--- src/rtl/mc_ctrl_pkg.sv ---
// Shared types and encodings for the multicycle ARM control unit.
// FSM states, datapath select codes and instruction field encodings.
package mc_ctrl_pkg;

  typedef enum logic [3:0] {
    S_FETCH,
    S_DECODE,
    S_MEMADR,
    S_MEMREAD,
    S_MEMWB,
    S_MEMWRITE,
    S_EXECR,
    S_EXECI,
    S_ALUWB,
    S_BRANCH
  } state_e;

  localparam logic [1:0] ALU_ADD = 2'b00;
  localparam logic [1:0] ALU_SUB = 2'b01;
  localparam logic [1:0] ALU_AND = 2'b10;
  localparam logic [1:0] ALU_ORR = 2'b11;

  localparam logic [3:0] CMD_ADD = 4'b0100;
  localparam logic [3:0] CMD_SUB = 4'b0010;
  localparam logic [3:0] CMD_AND = 4'b0000;
  localparam logic [3:0] CMD_ORR = 4'b1100;

  localparam logic [1:0] SRCA_REG    = 2'd0;
  localparam logic [1:0] SRCA_PC     = 2'd1;
  localparam logic [1:0] SRCA_ALUOUT = 2'd2;

  localparam logic [1:0] SRCB_WD   = 2'd0;
  localparam logic [1:0] SRCB_IMM  = 2'd1;
  localparam logic [1:0] SRCB_FOUR = 2'd2;

  localparam logic [1:0] RES_ALUOUT = 2'd0;
  localparam logic [1:0] RES_DATA   = 2'd1;
  localparam logic [1:0] RES_ALURES = 2'd2;

  localparam logic ADR_PC     = 1'b0;
  localparam logic ADR_ALUOUT = 1'b1;

  localparam logic [1:0] OP_DP  = 2'b00;
  localparam logic [1:0] OP_MEM = 2'b01;
  localparam logic [1:0] OP_BR  = 2'b10;
  localparam logic [1:0] OP_NOP = 2'b11;

  localparam logic [3:0] COND_EQ = 4'h0;
  localparam logic [3:0] COND_NE = 4'h1;
  localparam logic [3:0] COND_CS = 4'h2;
  localparam logic [3:0] COND_CC = 4'h3;
  localparam logic [3:0] COND_MI = 4'h4;
  localparam logic [3:0] COND_PL = 4'h5;
  localparam logic [3:0] COND_VS = 4'h6;
  localparam logic [3:0] COND_VC = 4'h7;
  localparam logic [3:0] COND_HI = 4'h8;
  localparam logic [3:0] COND_LS = 4'h9;
  localparam logic [3:0] COND_GE = 4'hA;
  localparam logic [3:0] COND_LT = 4'hB;
  localparam logic [3:0] COND_GT = 4'hC;
  localparam logic [3:0] COND_LE = 4'hD;
  localparam logic [3:0] COND_AL = 4'hE;
  localparam logic [3:0] COND_NV = 4'hF;

  localparam logic [3:0] REG_PC = 4'hF;

endpackage

--- src/rtl/mc_controller_if.sv ---
// Controller <-> datapath bundle: instruction and ALU flags in,
// every select and enable out.
interface mc_controller_if;

  logic [31:0] Instr;
  logic [3:0]  ALUFlags;
  logic        PCWrite;
  logic        MemWrite;
  logic        RegWrite;
  logic        IRWrite;
  logic        AdrSrc;
  logic [1:0]  RegSrc;
  logic [1:0]  ALUSrcA;
  logic [1:0]  ALUSrcB;
  logic [1:0]  ResultSrc;
  logic [1:0]  ImmSrc;
  logic [1:0]  ALUControl;

  modport master (
    input  Instr,
    input  ALUFlags,
    output PCWrite,
    output MemWrite,
    output RegWrite,
    output IRWrite,
    output AdrSrc,
    output RegSrc,
    output ALUSrcA,
    output ALUSrcB,
    output ResultSrc,
    output ImmSrc,
    output ALUControl
  );

  modport slave (
    output Instr,
    output ALUFlags,
    input  PCWrite,
    input  MemWrite,
    input  RegWrite,
    input  IRWrite,
    input  AdrSrc,
    input  RegSrc,
    input  ALUSrcA,
    input  ALUSrcB,
    input  ResultSrc,
    input  ImmSrc,
    input  ALUControl
  );

endinterface

--- src/rtl/mc_cond_logic.sv ---
// Conditional execution: stored NZ/CV flags, condition table,
// registered CondExD and gating of the architectural write enables.
module mc_cond_logic
  import mc_ctrl_pkg::*;
(
  input  logic       clk,
  input  logic       reset,
  input  logic [3:0] cond_i,
  input  logic [3:0] alu_flags_i,
  input  logic [1:0] flag_w_i,
  input  logic       pcs_i,
  input  logic       next_pc_i,
  input  logic       reg_w_i,
  input  logic       mem_w_i,
  output logic       pc_write_o,
  output logic       reg_write_o,
  output logic       mem_write_o
);

  logic [1:0] nz_q;
  logic [1:0] cv_q;
  logic       cond_ex_q;
  logic       cond_ex;
  logic       n, z, c, v;

  assign n = nz_q[1];
  assign z = nz_q[0];
  assign c = cv_q[1];
  assign v = cv_q[0];

  always_comb begin
    cond_ex = 1'b0;
    unique case (cond_i)
      COND_EQ: cond_ex = z;
      COND_NE: cond_ex = ~z;
      COND_CS: cond_ex = c;
      COND_CC: cond_ex = ~c;
      COND_MI: cond_ex = n;
      COND_PL: cond_ex = ~n;
      COND_VS: cond_ex = v;
      COND_VC: cond_ex = ~v;
      COND_HI: cond_ex = c & ~z;
      COND_LS: cond_ex = ~c | z;
      COND_GE: cond_ex = (n == v);
      COND_LT: cond_ex = (n != v);
      COND_GT: cond_ex = ~z & (n == v);
      COND_LE: cond_ex = z | (n != v);
      COND_AL: cond_ex = 1'b1;
      default: cond_ex = 1'b0;
    endcase
  end

  // CondExD is sampled from the pre-update flags on the same edge
  always_ff @(posedge clk or negedge reset) begin
    if (!reset) begin
      nz_q      <= 2'b00;
      cv_q      <= 2'b00;
      cond_ex_q <= 1'b0;
    end else begin
      if (flag_w_i[1] & cond_ex)
        nz_q <= alu_flags_i[3:2];
      if (flag_w_i[0] & cond_ex)
        cv_q <= alu_flags_i[1:0];
      cond_ex_q <= cond_ex;
    end
  end

  assign pc_write_o  = next_pc_i | (pcs_i & cond_ex_q);
  assign reg_write_o = reg_w_i & cond_ex_q;
  assign mem_write_o = mem_w_i & cond_ex_q;

endmodule

--- src/rtl/mc_controller.sv ---
// Multicycle ARM control unit: main FSM, instruction/ALU decode,
// and the conditional-execution sub-block.
module mc_controller
  import mc_ctrl_pkg::*;
(
  input  logic      clk,
  input  logic      reset,
  mc_controller_if.master bus
);

  state_e state_q, state_d;

  logic [1:0] op;
  logic [5:0] funct;
  logic [3:0] rd;
  logic [3:0] cond;

  logic       next_pc;
  logic       branch;
  logic       reg_w;
  logic       mem_w;
  logic       ir_write;
  logic       adr_src;
  logic [1:0] alu_src_a;
  logic [1:0] alu_src_b;
  logic [1:0] result_src;
  logic       alu_op;

  logic [1:0] alu_ctl;
  logic [1:0] flag_w;
  logic       pcs;
  logic       unused_instr_bits;

  assign op    = bus.Instr[27:26];
  assign funct = bus.Instr[25:20];
  assign rd    = bus.Instr[15:12];
  assign cond  = bus.Instr[31:28];

  assign unused_instr_bits = ^{bus.Instr[19:16], bus.Instr[11:0]};

  always_ff @(posedge clk or negedge reset) begin
    if (!reset)
      state_q <= S_FETCH;
    else
      state_q <= state_d;
  end

  always_comb begin
    state_d    = state_q;
    next_pc    = 1'b0;
    branch     = 1'b0;
    reg_w      = 1'b0;
    mem_w      = 1'b0;
    ir_write   = 1'b0;
    adr_src    = ADR_PC;
    alu_src_a  = SRCA_REG;
    alu_src_b  = SRCB_WD;
    result_src = RES_ALUOUT;
    alu_op     = 1'b0;
    unique case (state_q)
      S_FETCH: begin
        ir_write   = 1'b1;
        next_pc    = 1'b1;
        alu_src_a  = SRCA_PC;
        alu_src_b  = SRCB_FOUR;
        result_src = RES_ALURES;
        state_d    = S_DECODE;
      end
      S_DECODE: begin
        alu_src_a  = SRCA_PC;
        alu_src_b  = SRCB_FOUR;
        result_src = RES_ALURES;
        unique case (1'b1)
          (op == OP_MEM):             state_d = S_MEMADR;
          (op == OP_DP) &  funct[5]:  state_d = S_EXECI;
          (op == OP_DP) & ~funct[5]:  state_d = S_EXECR;
          (op == OP_BR):              state_d = S_BRANCH;
          default:                    state_d = S_FETCH;
        endcase
      end
      S_MEMADR: begin
        alu_src_b = SRCB_IMM;
        state_d   = funct[0] ? S_MEMREAD : S_MEMWRITE;
      end
      S_MEMREAD: begin
        adr_src = ADR_ALUOUT;
        state_d = S_MEMWB;
      end
      S_MEMWB: begin
        result_src = RES_DATA;
        reg_w      = 1'b1;
        state_d    = S_FETCH;
      end
      S_MEMWRITE: begin
        adr_src = ADR_ALUOUT;
        mem_w   = 1'b1;
        state_d = S_FETCH;
      end
      S_EXECR: begin
        alu_op  = 1'b1;
        state_d = S_ALUWB;
      end
      S_EXECI: begin
        alu_op    = 1'b1;
        alu_src_b = SRCB_IMM;
        state_d   = S_ALUWB;
      end
      S_ALUWB: begin
        reg_w   = 1'b1;
        state_d = S_FETCH;
      end
      S_BRANCH: begin
        alu_src_b  = SRCB_IMM;
        result_src = RES_ALURES;
        branch     = 1'b1;
        state_d    = S_FETCH;
      end
      default: state_d = S_FETCH;
    endcase
  end

  // Unrecognised commands fall back to add and never touch the flags
  always_comb begin
    alu_ctl = ALU_ADD;
    flag_w  = 2'b00;
    if (alu_op) begin
      unique case (funct[4:1])
        CMD_ADD: begin
          alu_ctl = ALU_ADD;
          flag_w  = {2{funct[0]}};
        end
        CMD_SUB: begin
          alu_ctl = ALU_SUB;
          flag_w  = {2{funct[0]}};
        end
        CMD_AND: begin
          alu_ctl = ALU_AND;
          flag_w  = {funct[0], 1'b0};
        end
        CMD_ORR: begin
          alu_ctl = ALU_ORR;
          flag_w  = {funct[0], 1'b0};
        end
        default: begin
          alu_ctl = ALU_ADD;
          flag_w  = 2'b00;
        end
      endcase
    end
  end

  assign pcs = ((rd == REG_PC) & reg_w) | branch;

  mc_cond_logic u_cond (
    .clk         (clk),
    .reset       (reset),
    .cond_i      (cond),
    .alu_flags_i (bus.ALUFlags),
    .flag_w_i    (flag_w),
    .pcs_i       (pcs),
    .next_pc_i   (next_pc),
    .reg_w_i     (reg_w),
    .mem_w_i     (mem_w),
    .pc_write_o  (bus.PCWrite),
    .reg_write_o (bus.RegWrite),
    .mem_write_o (bus.MemWrite)
  );

  assign bus.IRWrite    = ir_write;
  assign bus.AdrSrc     = adr_src;
  assign bus.ALUSrcA    = alu_src_a;
  assign bus.ALUSrcB    = alu_src_b;
  assign bus.ResultSrc  = result_src;
  assign bus.ALUControl = alu_ctl;
  assign bus.ImmSrc     = op;
  assign bus.RegSrc     = {op == OP_MEM, op == OP_BR};

endmodule

--- src/flat_wrapper.sv ---
// flat-port wrapper written by rule: the top's interface ports become plain ports
module mc_controller_flat import mc_ctrl_pkg::*;
  (clk, reset, bus_Instr, bus_ALUFlags, bus_PCWrite, bus_MemWrite, bus_RegWrite, bus_IRWrite, bus_AdrSrc, bus_RegSrc, bus_ALUSrcA, bus_ALUSrcB, bus_ResultSrc, bus_ImmSrc, bus_ALUControl);
  mc_controller_if bus_i ();
  input  logic clk;
  input  logic reset;
  input wire logic [$bits(bus_i.Instr)-1:0] bus_Instr;
  input wire logic [$bits(bus_i.ALUFlags)-1:0] bus_ALUFlags;
  output wire logic [$bits(bus_i.PCWrite)-1:0] bus_PCWrite;
  output wire logic [$bits(bus_i.MemWrite)-1:0] bus_MemWrite;
  output wire logic [$bits(bus_i.RegWrite)-1:0] bus_RegWrite;
  output wire logic [$bits(bus_i.IRWrite)-1:0] bus_IRWrite;
  output wire logic [$bits(bus_i.AdrSrc)-1:0] bus_AdrSrc;
  output wire logic [$bits(bus_i.RegSrc)-1:0] bus_RegSrc;
  output wire logic [$bits(bus_i.ALUSrcA)-1:0] bus_ALUSrcA;
  output wire logic [$bits(bus_i.ALUSrcB)-1:0] bus_ALUSrcB;
  output wire logic [$bits(bus_i.ResultSrc)-1:0] bus_ResultSrc;
  output wire logic [$bits(bus_i.ImmSrc)-1:0] bus_ImmSrc;
  output wire logic [$bits(bus_i.ALUControl)-1:0] bus_ALUControl;
  assign bus_i.Instr = bus_Instr;
  assign bus_i.ALUFlags = bus_ALUFlags;
  assign bus_PCWrite = bus_i.PCWrite;
  assign bus_MemWrite = bus_i.MemWrite;
  assign bus_RegWrite = bus_i.RegWrite;
  assign bus_IRWrite = bus_i.IRWrite;
  assign bus_AdrSrc = bus_i.AdrSrc;
  assign bus_RegSrc = bus_i.RegSrc;
  assign bus_ALUSrcA = bus_i.ALUSrcA;
  assign bus_ALUSrcB = bus_i.ALUSrcB;
  assign bus_ResultSrc = bus_i.ResultSrc;
  assign bus_ImmSrc = bus_i.ImmSrc;
  assign bus_ALUControl = bus_i.ALUControl;
  mc_controller u_core (.clk(clk), .reset(reset), .bus(bus_i));
endmodule
--- config.mk ---
export PLATFORM = sky130hd
export DESIGN_NAME = mc_controller_flat
export DESIGN_NICKNAME = d
export VERILOG_FILES = /design/src/rtl/mc_ctrl_pkg.sv /design/src/rtl/mc_controller_if.sv /design/src/rtl/mc_cond_logic.sv /design/src/rtl/mc_controller.sv /design/src/flat_wrapper.sv
export SDC_FILE = /design/constraint.sdc
export NUM_CORES = 1
export LEC_CHECK = 0
export ABC_AREA = 1
export BUFFER_PORTS_ARGS = -buffer_cell sky130_fd_sc_hd__buf_2
export CAP_MARGIN = 0
export CORE_MARGIN = 2
export CORE_UTILIZATION = 41
export CTS_CLUSTER_DIAMETER = 60
export DETAILED_ROUTE_END_ITERATION = 8
export PLACE_DENSITY = 0.79
export SLEW_MARGIN = 15
export SYNTH_ARGS = -nofsm -noshare
export SYNTH_HDL_FRONTEND = slang
export SYNTH_SLANG_ARGS = --single-unit
--- constraint.sdc ---
create_clock -name clk -period 1.7 [get_ports clk]
set_clock_uncertainty 0.15 [all_clocks]
set_input_delay 0.34 -clock clk [delete_from_list [all_inputs] [get_ports clk]]
set_output_delay 0.34 -clock clk [all_outputs]
set_load 0.01 [all_outputs]
Word level (Yosys, flattened, before mapping):

Index checks and enable logic that the tools add are counted.
W data, S select, Z words.

* input bits: 38
* bits in registers: 9
* word-level logic and storage cells: 83
* output and inout bits: 17

* reductions and logical operators: 12
* bitwise operators: 19
* multiplexer cells: 17
* eq/ne operators: 31

Operators by type and width (number)
* $eq A4 B4 Y1 const B: 11
* $eq A4 B3 Y1 const B: 9
* $eq A4 B2 Y1 const B: 5
* $pmux W4 S5: 1
* $pmux W4 S4: 1
* $pmux W1 S15: 1
* $logic_not A4 Y1: 3
* $pmux W2 S2: 3
* $reduce_or A2 Y1: 6
* $and A1 B1 Y1: 10
* $eq A4 B1 Y1 const B: 2
* $mux W1: 7
* $pmux W2 S3: 1
* $reduce_or A3 Y1: 2
* $not A1 Y1: 5
* $mux W2: 2
* $or A1 B1 Y1: 4
* $mux W3: 1
* $eq A2 B1 Y1 const B: 1
* $eq A2 B2 Y1 const B: 1
* $logic_not A2 Y1: 1
* $eq A1 B1 Y1: 1
* $ne A1 B1 Y1: 1

Depth between registers and ports, before layout:

Gate-level depths: netlist (run 1).

* word-level depth: 7
* gate-level depth with buffers: 12
* gate-level depth less buffers: 12

Modules after synthesis:

Synthesis (run 1) repeated with hierarchy kept, for this count alone.

* cell total of the unflattened synthesis: 156
* area total of the unflattened synthesis: 903.4 µm²

Modules (own cells, without submodules)
* mc_cond_logic: area an instance 461.7 µm², instances 1, cells each 77, seq. area each 125.1 µm²
* mc_controller: area an instance 441.7 µm², instances 1, cells each 79, seq. area each 100.1 µm²

Worst setup path before layout (run 1):

Ideal clock, no wire load.

* kind: reg2out
* start: reg u_core.state_q[3]
* end: out bus_ALUSrcB[0]
* data required time: 1.210 ns
* arrival: 1.004 ns
* slack: 0.206 ns
* cell stages (with the launch flop): 4
* cell sequence: dfrtp_1 inv_1 nand2_1 o311ai_0

* word-level cells in the longest chain between the ends: 3
* elaborated cells between the ends (all ways): 8

RTL lines
* start, declared: line mc_controller.sv:11 `state_e state_q, state_d;`
* start signal, assigned: line mc_controller.sv:45 `state_q <= state_d;`
* $eq A4 B4 Y1 (tied with other cells): line mc_controller.sv:60 `unique case (state_q)`
* $reduce_or A3 Y1 (no line) or $reduce_or A2 Y1 (tied branches)
* $pmux W2 S2 *: line mc_controller.sv:60
* end, declared: line flat_wrapper.sv:16 `output wire logic [$bits(bus_i.ALUSrcB)-1:0] bus_ALUSrcB;`

Every way passes the cells marked *; elsewhere a longest branch is shown, timed or not.

Worst setup path in the final report (run 1):

* start: reg u_core.state_q[2]
* end: out bus_ResultSrc[1]

* word-level cells in the longest chain between the ends: 3
* elaborated cells between the ends (all ways): 6

RTL lines
* $eq A4 B4 Y1 (tied with other cells): line mc_controller.sv:60
* $reduce_or A3 Y1 (no line)
* $pmux W2 S2 *: line mc_controller.sv:60
* end, declared: line flat_wrapper.sv:17 `output wire logic [$bits(bus_i.ResultSrc)-1:0] bus_ResultSrc;`

Marked as above.

==> results.toml, run 1 <==
[synthesis]
syn_area_um2 = 807
synth_top_area_share_pct = 27.9
synthArstFlopShare_pct = 100
synth_area_leaders = "dfrtp_1 (28%), nand2_1 (16%), nor2_1 (11%), inv_1 (10%), nand3_1 (8.1%)"
synth.avg_cell_area_um2 = 5.98
yosysUniqueCellTypes = 20
yosys_warnings = 0
synth_top_area_cell = "dfrtp_1"
syn-instance-count = 135
synth_most_common_cell = "nand2_1"
synth_common_cells = "nand2_1 (34), nor2_1 (23), inv_1 (22)"
ys_seq_elements = 9
synth_edf_count = 0
ys_seq_area_share_pct = 27.9
synth_flop_cell = "dfrtp_1"
syn-num-nets = 173

[global_route]
grt_max_degree = 10
grt_pass1_vias = 928
grt_usage_pct = 19.2
grt_pass1_wl_um = 3640
gr-total-overflow = 0
grt_antenna_before_repair = 0

[worst_setup_path]
r2r_cells = 9
critPathRequiredTime_ps = 1210
path_cells = "nor2_2 -> inv_2 -> buf_6 -> nor2_4 -> inv_2 -> nand2_1 -> buf_2"
slowest_delay_ps = 440
cp_slowest_cell = "dfrtp_1"
critPathBufInv = 4
crit_type = "register to output port"
startpoint_type = "register"
crit_arrival_ps = 1380
critical_path_depth = 7
cpLargestDelayFamily = "flip-flops"
critPathMostFrequentCell = "inv_2"
crit_path_end_kind = "output port"
cp_max_fo = 5

[timing]
worst_slack_ps = -173
setup_viol_count_final = 12
final_min_period_over_clock_period_pct = 110
grt_setup_unrepaired = "yes"
min_period_ps = 1870
slew_viol_final = 0
hold_viol_final = 0
max_freq_mhz = 534

[pwr]
p_total_mw = 1.64
p_leak_nw = 0.674
ir_drop_mv = 0.721
p_per_area_nw_per_um2 = 1320

[job]
drv_cap = 0

[clock_tree]
htreeDepth = 1
clk_pin_slew_ps = 60
cts_inserted_buffers = 3
clockBufferDepth = 2
cts_tree = "done"
insertion_delay_ps = 260
cts.sinks = 9
cts_root_buffer = "clkbuf_4"

[placed_design]
dpl_cell_area_um2 = 1020
portBuffers = 37
dp_hpwl_um = 1560
place.gp.congestion = 0.844
dp.cells = 198

[route]
ant_nets = 0
vias = 1070
viasPerCell = 4.93
drtIter0Drc = 22
drc_errors = 0
firstDrtPassIters = 4
wire_per_inst_um = 11.1
finalWirelength_um = 2400

[cells_and_area]
final_area_um2 = 1240
finish.utilization_pct = 65.5
nets = 229
drive_gt1_share_pct = 45.8
fin_cells = 217
syn2layout_area_growth_pct = 54.3
antenna_cells = 0

[floorplan]
dieArea_um2 = 2340
start_util_pct = 42.4
ios = 55
die_w_um = 48.4
rows = 16
core-area_um2 = 1900
chipHeight_um = 48.4

[worst_hold_path]
hold_depth = 3
hold_path.class = "input pin to register"

[run_status]
violations = "setup timing"
status = "complete, but fails checks"
layer usage:
layer | global-route usage, % | part of all wire (%)
met1 | 23.0 | 42
met2 | 32.2 | 49
met3 | 4.63 | 5.4
met4 | 10.0 | 2.7
met5 | 0 | 0
sequential cells by signal, summed over array words and instances, names as in the netlist:
signal	flops
u_core.u_cond.nz_q	2
u_core.u_cond.cv_q	2
u_core.state_q	4
u_core.u_cond.cond_ex_q	1
placed cells by master, fill, tap and decap left out, drive strengths merged:
| cell type | netlist | layout |
|---|---|---|
| buf | 3 | 53 |
| nand2 | 40 | 40 |
| nor2 | 24 | 24 |
| inv | 22 | 22 |
| nand3 | 14 | 14 |
| dfrtp | 9 | 9 |
| o21ai | 9 | 9 |
| clkbuf | 0 | 4 |
| o22ai | 3 | 3 |
| a21oi | 3 | 3 |
| o31ai | 2 | 2 |
| nor3 | 2 | 2 |
| nand3b | 1 | 1 |
| o311ai | 1 | 1 |
| nand4 | 1 | 1 |
| conb | 1 | 1 |
| dlygate4sd3 | 0 | 1 |
worst paths after layout:
check,start,to,slack (ps)
worst max-delay path,u_core.state_q[2]$_DFF_PN0_,bus_ResultSrc[1],-170
worst max register to register,u_core.state_q[3]$_DFF_PN0_,u_core.u_cond.nz_q[0]$_DFFE_PN0P_,120
max in group asynchronous,reset,u_core.state_q[1]$_DFF_PN0_,880
worst min-delay path,bus_ALUFlags[1],u_core.u_cond.cv_q[1]$_DFFE_PN0P_,160
min in group asynchronous,reset,u_core.state_q[0]$_DFF_PN0_,330
worst min register to register,u_core.u_cond.nz_q[1]$_DFFE_PN0P_,u_core.u_cond.nz_q[1]$_DFFE_PN0P_,350
logic make-up (layout without fill, tap and decap cells):
group,after synthesis,in the layout,synth area share [%]
compound gates,18,18,13.2
buf+inv,25,80,13.0
flops,9,9,27.9
other cells,1,1,0.465
simple gates,82,82,45.4
stage by stage:
step	hold slack (ps)	worst slack (ps)	TNS, ps
detailed placement	45.3	79.8	0
global placement	43.4	112	0
CTS	163	-118	-575
floorplan	-106	206	0
finish	164	-173	-1020
global route	165	-258	-1980
tightest hold or removal path, stage by stage:
cell     delay, ps
buf_2           80
nand3_1         60
nand2_1         60
cell type report:
class | instances | area [um2]
Clock buffer | 4 | 26.3
Fill cell | 155 | 657
Inverter | 22 | 82.6
Multi-Input combinational cell | 101 | 543
Sequential cell | 9 | 226
Tap cell | 27 | 33.8
Timing Repair Buffer | 54 | 333
power by group:
group	switching [mW]	total, mW	internal [mW]
logic	0.602	1.14	0.537
clock network	0.0722	0.163	0.0903
registers	0.0715	0.342	0.271
total	0.746	1.64	0.898
what timing repair did:
item,CTS,global route
hold endpoints to repair,9,0
buffers inserted,7,7
resized for setup,16,19
pin swaps,5,7
setup endpoints to repair,10,12
hold buffers,1,0
Power figures use the tool's default switching activity.
==> run 2: changes to the inputs <==
Settings changed: CORE_ASPECT_RATIO from default to 1.2.
==> run 2 against run 1 <==
Net effect:
- the run still ends with setup timing left
- critical path depth is 1 lower
- cell count shrank 2.3%
- clock power decreased by 3%
- largest cell class unchanged
==> results.toml, run 2 (synthesized netlist as in run 1, its figures left out) <==
[global_route]
gr-total-overflow = 0
grt_pass1_vias = 946
grt_usage_pct = 21.5
grt_antenna_before_repair = 0
grt_pass1_wl_um = 3800
grt_max_degree = 10

[route]
ant_nets = 0
finalWirelength_um = 2820
wire_per_inst_um = 13.3
vias = 1117
firstDrtPassIters = 5
drtIter0Drc = 35
drc_errors = 0
viasPerCell = 5.27

[worst_setup_path]
r2r_start = "u_core.state_q[2]$_DFF_PN0_"
r2r_slack_ps = -30
cp_slowest_cell = "dfrtp_1"
crit_path_end_kind = "output port"
startpoint_type = "register"
critPathRequiredTime_ps = 1210
cp_max_fo = 3
critPathMostFrequentCell = "o21ai_1"
r2r_cells = 9
slowest_delay_ps = 450
path_cells = "nor2_2 -> o21ai_2 -> o21ai_1 -> nand2_1 -> o21ai_1 -> buf_2"
crit_type = "register to output port"
crit_arrival_ps = 1480
r2r-end = "u_core.state_q[1]$_DFF_PN0_"

[placed_design]
dp_hpwl_um = 1710
dpl_cell_area_um2 = 1010
pre_cts_ws_ps = 49.8
place.gp.congestion = 0.741
portBuffers = 37

[timing]
worst_slack_ps = -273
setup_viol_count_final = 12
hold_viol_final = 0
setup-tns-final_ps = -1440
whs_ps = 165
final_min_period_over_clock_period_pct = 116
slew_viol_final = 0
max_freq_mhz = 507
min_period_ps = 1970
grt_setup_unrepaired = "yes"

[worst_hold_path]
hold_depth = 3
hold_end = "u_core.u_cond.cv_q[1]$_DFFE_PN0P_"
holdCritStartpoint = "bus_ALUFlags[1]"
hold_path.class = "input pin to register"

[cells_and_area]
syn2layout_area_growth_pct = 59.4
antenna_cells = 0
top_regs = "u_core.state_q (4), u_core.u_cond.cv_q (2), u_core.u_cond.nz_q (2)"
largest_reg_flops = 4
seqCellArea_um2 = 226
drive_gt1_share_pct = 48.7
final_common_cell = "buf_2"
largest_register = "u_core.state_q"
layout_common_cells = "buf_2 (35), nand2_1 (28), inv_1 (16), buf_4 (15)"
multi_input_area_um2 = 562
nFillCells = 154
final_area_um2 = 1290
finish.utilization_pct = 69.5
nets = 232

[clock_tree]
cts_tree = "done"
insertion_delay_ps = 250
htreeDepth = 1
cts.sinks = 9
cts_inserted_buffers = 3
clockBufferDepth = 2
cts_root_buffer = "clkbuf_4"
clk_pin_slew_ps = 60

[floorplan]
core-area_um2 = 1850
chipHeight_um = 52.6
die_w_um = 44.5
dieArea_um2 = 2340
start_util_pct = 43.6
ios = 55
rows = 17

[pwr]
p_leak_nw = 0.693
p_per_area_nw_per_um2 = 1400
ir_drop_mv = 0.794

[run_status]
status = "complete, but fails checks"
violations = "setup timing"

[job]
drv_cap = 0
-- run 2: cell type report --
| class | count | share of cell area (%) |
|---|---|---|
| clock buffers | 4 | 2.04 |
| inverters | 22 | 6.42 |
| multi-input cells | 101 | 43.7 |
| flip-flops and latches | 9 | 17.6 |
| well taps | 19 | 1.85 |
| repair buffers | 57 | 28.4 |
-- run 2: report_power, final --
| group | switching, mW | total, mW | internal, mW |
|---|---|---|---|
| registers | 0.0733 | 0.344 | 0.271 |
| logic | 0.699 | 1.30 | 0.599 |
| clock network | 0.0677 | 0.158 | 0.0900 |
| total | 0.840 | 1.80 | 0.960 |
-- run 2: metrics by stage --
step                instances  power [mW]
global placement          190       0.952
global route              212        1.89
detailed placement        190       0.982
CTS                       206        1.34
floorplan                 135       0.708
finish                    212        1.80
-- run 2: critical path: cells and delay by family (launching register included) --
family                 cells  cell delay (ps)
AO/OA/AOI/OAI              3              330
buffers and inverters      1              140
AND/OR/NAND/NOR            2              300
flip-flops                 1              450
-- run 2: metal layers --
layer	wire [um]	global-route usage, %	vias to the layer above
met5	0	0	-
met4	96	10.1	0
met3	181	3.10	12
met2	1520	37.9	62
met1	1020	24.8	503
li1	-	-	540
-- run 2: worst max-delay path by stage --
stage	depth (start not counted)	start	slack [ps]	endpoint
after floorplan	3	u_core.state_q[3]$_DFF_PN0_	210	bus_ALUSrcB[0]
after global placement	7	u_core.state_q[2]$_DFF_PN0_	110	bus_PCWrite
after detailed placement	6	u_core.state_q[3]$_DFF_PN0_	50	bus_ALUSrcB[0]
after CTS	8	u_core.state_q[3]$_DFF_PN0_	-130	bus_PCWrite
after global routing	6	u_core.state_q[2]$_DFF_PN0_	-340	bus_PCWrite
final	6	u_core.state_q[2]$_DFF_PN0_	-270	bus_PCWrite
-- run 2: repair_timing --
item                                    4_1_cts  5_1_grt
setup buffers                                11        7
resized for setup                            13       29
endpoints found under the setup margin        8       12
pin swaps                                     3        7
endpoints found under the hold margin         9        0
hold buffers                                  1        0
==> run 3: changes to the inputs <==
Settings changed: CORE_UTILIZATION 41 to 43, CTS_CLUSTER_SIZE from default to 16, PLACE_DENSITY 0.79 to 0.8, SYNTH_HIERARCHICAL from default to 1.
==> run 3 against run 2 <==
Net effect:
- sequential power is 5% higher
- global-route usage decreased by 3.3 points
- the run still ends with setup timing left
- design area rose by 1.8%
- synthesized cell count increased by 16%
- largest power group unchanged
==> results.toml, run 3 <==
[run_status]
status = "complete, but fails checks"
violations = "setup timing"

[synthesis]
synth_area_leaders = "dfrtp_1 (25%), nand2_1 (23%), nand3_1 (8.9%), inv_1 (8.7%), nor2_1 (7.1%)"
synth_common_cells = "nand2_1 (55), inv_1 (21), nor2_1 (17)"
ys_seq_elements = 9
syn_area_um2 = 903
yosys_warnings = 6
yosysUniqueCellTypes = 21
syn-num-nets = 194
synth.avg_cell_area_um2 = 5.79
synth_flop_cell = "dfrtp_1"
synth_edf_count = 0
ys_seq_area_share_pct = 24.9
synth_top_area_share_pct = 24.9
syn-instance-count = 156
synthArstFlopShare_pct = 100
synth_top_area_cell = "dfrtp_1"
synth_most_common_cell = "nand2_1"

[cells_and_area]
drive_gt1_share_pct = 39.7
largest_register = "u_core/state_q"
antenna_cells = 0
syn2layout_area_growth_pct = 45.0
multi_input_area_um2 = 599
layout_common_cells = "nand2_1 (52), buf_2 (36), inv_1 (18), nor2_1 (16), nand3_1 (16)"
largest_reg_flops = 4
nets = 248
final_common_cell = "nand2_1"
nFillCells = 182
top_regs = "u_core/state_q (4), u_core/u_cond/cv_q (2), u_core/u_cond/nz_q (2)"
seqCellArea_um2 = 228

[timing]
hold_viol_final = 0
min_period_ps = 1820
whs_ps = 167
setup-tns-final_ps = -595
slew_viol_final = 0
max_freq_mhz = 549
grt_setup_unrepaired = "yes"
worst_slack_ps = -120
final_min_period_over_clock_period_pct = 107
setup_viol_count_final = 11

[clock_tree]
clockBufferDepth = 2
insertion_delay_ps = 250
cts_inserted_buffers = 3
cts.sinks = 9
cts_root_buffer = "clkbuf_4"
clk_pin_slew_ps = 60
cts_tree = "done"
htreeDepth = 1

[pwr]
p_per_area_nw_per_um2 = 1310
p_total_mw = 1.71
p_int_mw = 0.924
combPwrFrac_pct = 69.5
ir_drop_mv = 1.28
p_seq_share_pct = 21.0
power_switching_mw = 0.790
clkPwrFrac_pct = 9.5
p_leak_nw = 0.786
switching_share_pct = 46.1

[route]
drtIter0Drc = 24
vias = 1112
wire_per_inst_um = 10.8
viasPerCell = 4.86
finalWirelength_um = 2470
firstDrtPassIters = 4
ant_nets = 0
drc_errors = 0

[worst_setup_path]
crit_type = "register to output port"
cp_slowest_cell = "dfrtp_2"
crit_arrival_ps = 1330
cp_max_fo = 4
cpLargestDelayFamily = "flip-flops"
crit_path_end_kind = "output port"
critPathRequiredTime_ps = 1210
critPathBufInv = 3
slowest_delay_ps = 440
startpoint_type = "register"
path_cells = "inv_4 -> buf_4 -> nand3_4 -> nand2_1 -> a21o_1 -> buf_2"

[placed_design]
dp_hpwl_um = 1700
portBuffers = 37
place.gp.congestion = 0.904

[global_route]
grt_pass1_wl_um = 3480
grt_antenna_before_repair = 0
grt_max_degree = 10
gr-total-overflow = 0
grt_pass1_vias = 945
grt_usage_pct = 18.2

[floorplan]
chipHeight_um = 54.2
core-area_um2 = 2030
dieArea_um2 = 2480
ios = 55
rows = 18
die_w_um = 45.8
start_util_pct = 44.6

[worst_hold_path]
hold_path.class = "input pin to register"

[job]
drv_cap = 0
==> run 3: changes by cell type in the layout (fill, tap and decap cells not counted), moves of 3 or more <==
cell | previous run | this run
nand2_2 | 10 | 5
nor2_4 | 6 | 3
nand3_1 | 13 | 16
o22ai_1 | 3 | 0
nand2_1 | 28 | 52
nor2_2 | 5 | 1
nand3_4 | 0 | 3
nor2_1 | 13 | 16
o21ai_0 | 6 | 3
buf_4 | 15 | 12
==> run 3: cells by family (layout without fill, tap and decap cells) <==
family,count (synthesis),in the layout,synth area share (%)
compound gates,13,13,8.17
other cells,1,1,0.415
simple gates,102,102,51.9
flops,9,9,24.9
buf+inv,31,84,14.5
==> run 3: power by group through the flow <==
stage	Sequential (mW)	Combinational, mW	Clock, mW
finish	0.360	1.19	0.163
detailed placement	0.342	0.760	0
global placement	0.340	0.743	0
floorplan	0.339	0.506	0
global route	0.368	1.30	0.180
CTS	0.340	0.874	0.163
==> run 3: worst paths after layout <==
| path | from | to | slack, ps | depth (start not counted) |
|---|---|---|---|---|
| setup / recovery | u_core/state_q[2]$_DFF_PN0_ | bus_PCWrite | -120 | 6 |
| hold / removal | bus_ALUFlags[1] | u_core/u_cond/cv_q[1]$_DFFE_PN0P_ | 170 | 3 |
| setup reg to reg | u_core/state_q[3]$_DFF_PN0_ | u_core/u_cond/nz_q[1]$_DFFE_PN0P_ | 220 | 9 |
| hold reg to reg | u_core/u_cond/cv_q[1]$_DFFE_PN0P_ | u_core/u_cond/cv_q[1]$_DFFE_PN0P_ | 360 | 2 |
| max in group asynchronous | reset | u_core/state_q[2]$_DFF_PN0_ | 890 | 2 |
| min in group asynchronous | reset | u_core/u_cond/cv_q[1]$_DFFE_PN0P_ | 310 | 2 |
==> run 3: worst reg2reg max path, delay by kind of cell, from the launching register on <==
kind	cells	cell delay [ps]
buffers and inverters	2	270
DFF	1	410
and+or+nand+nor	7	540
==> run 3: timing repair <==
| item | CTS | global route |
|---|---|---|
| endpoints found under the hold margin | 9 | 0 |
| gates resized for setup | 6 | 18 |
| hold buffers | 1 | 0 |
| cloned | 0 | 0 |
| buffers inserted | 6 | 8 |
| setup endpoints to repair | 7 | 11 |
| pin swaps | 3 | 3 |
==> run 3: layout make-up <==
type / count / area share, %
flip-flops and latches: 9 / 17.4
well taps: 20 / 1.91
inverters: 27 / 8.12
clock buffers: 4 / 2.01
multi-input cells: 116 / 45.7
repair buffers: 53 / 24.8
==> run 3: routing by layer <==
layer	routed length (um)	vias up	global-route usage [%]
li1	-	584	-
met3	54	4	0.330
met2	1380	19	36.1
met5	0	-	0
met1	992	505	20.0
met4	37	0	6.19
==> run 3: stage by stage <==
| stage | setup slack (ps) | util [%] | area, um2 | instances |
|---|---|---|---|---|
| floorplan | 211 | - | 903 | 156 |
| CTS | -82.0 | 58.3 | 1180 | 221 |
| detailed placement | 114 | 53.8 | 1090 | 210 |
| global placement | 126 | 53.8 | 1090 | 210 |
| finish | -120 | 64.6 | 1310 | 229 |
| global route | -214 | 64.6 | 1310 | 229 |
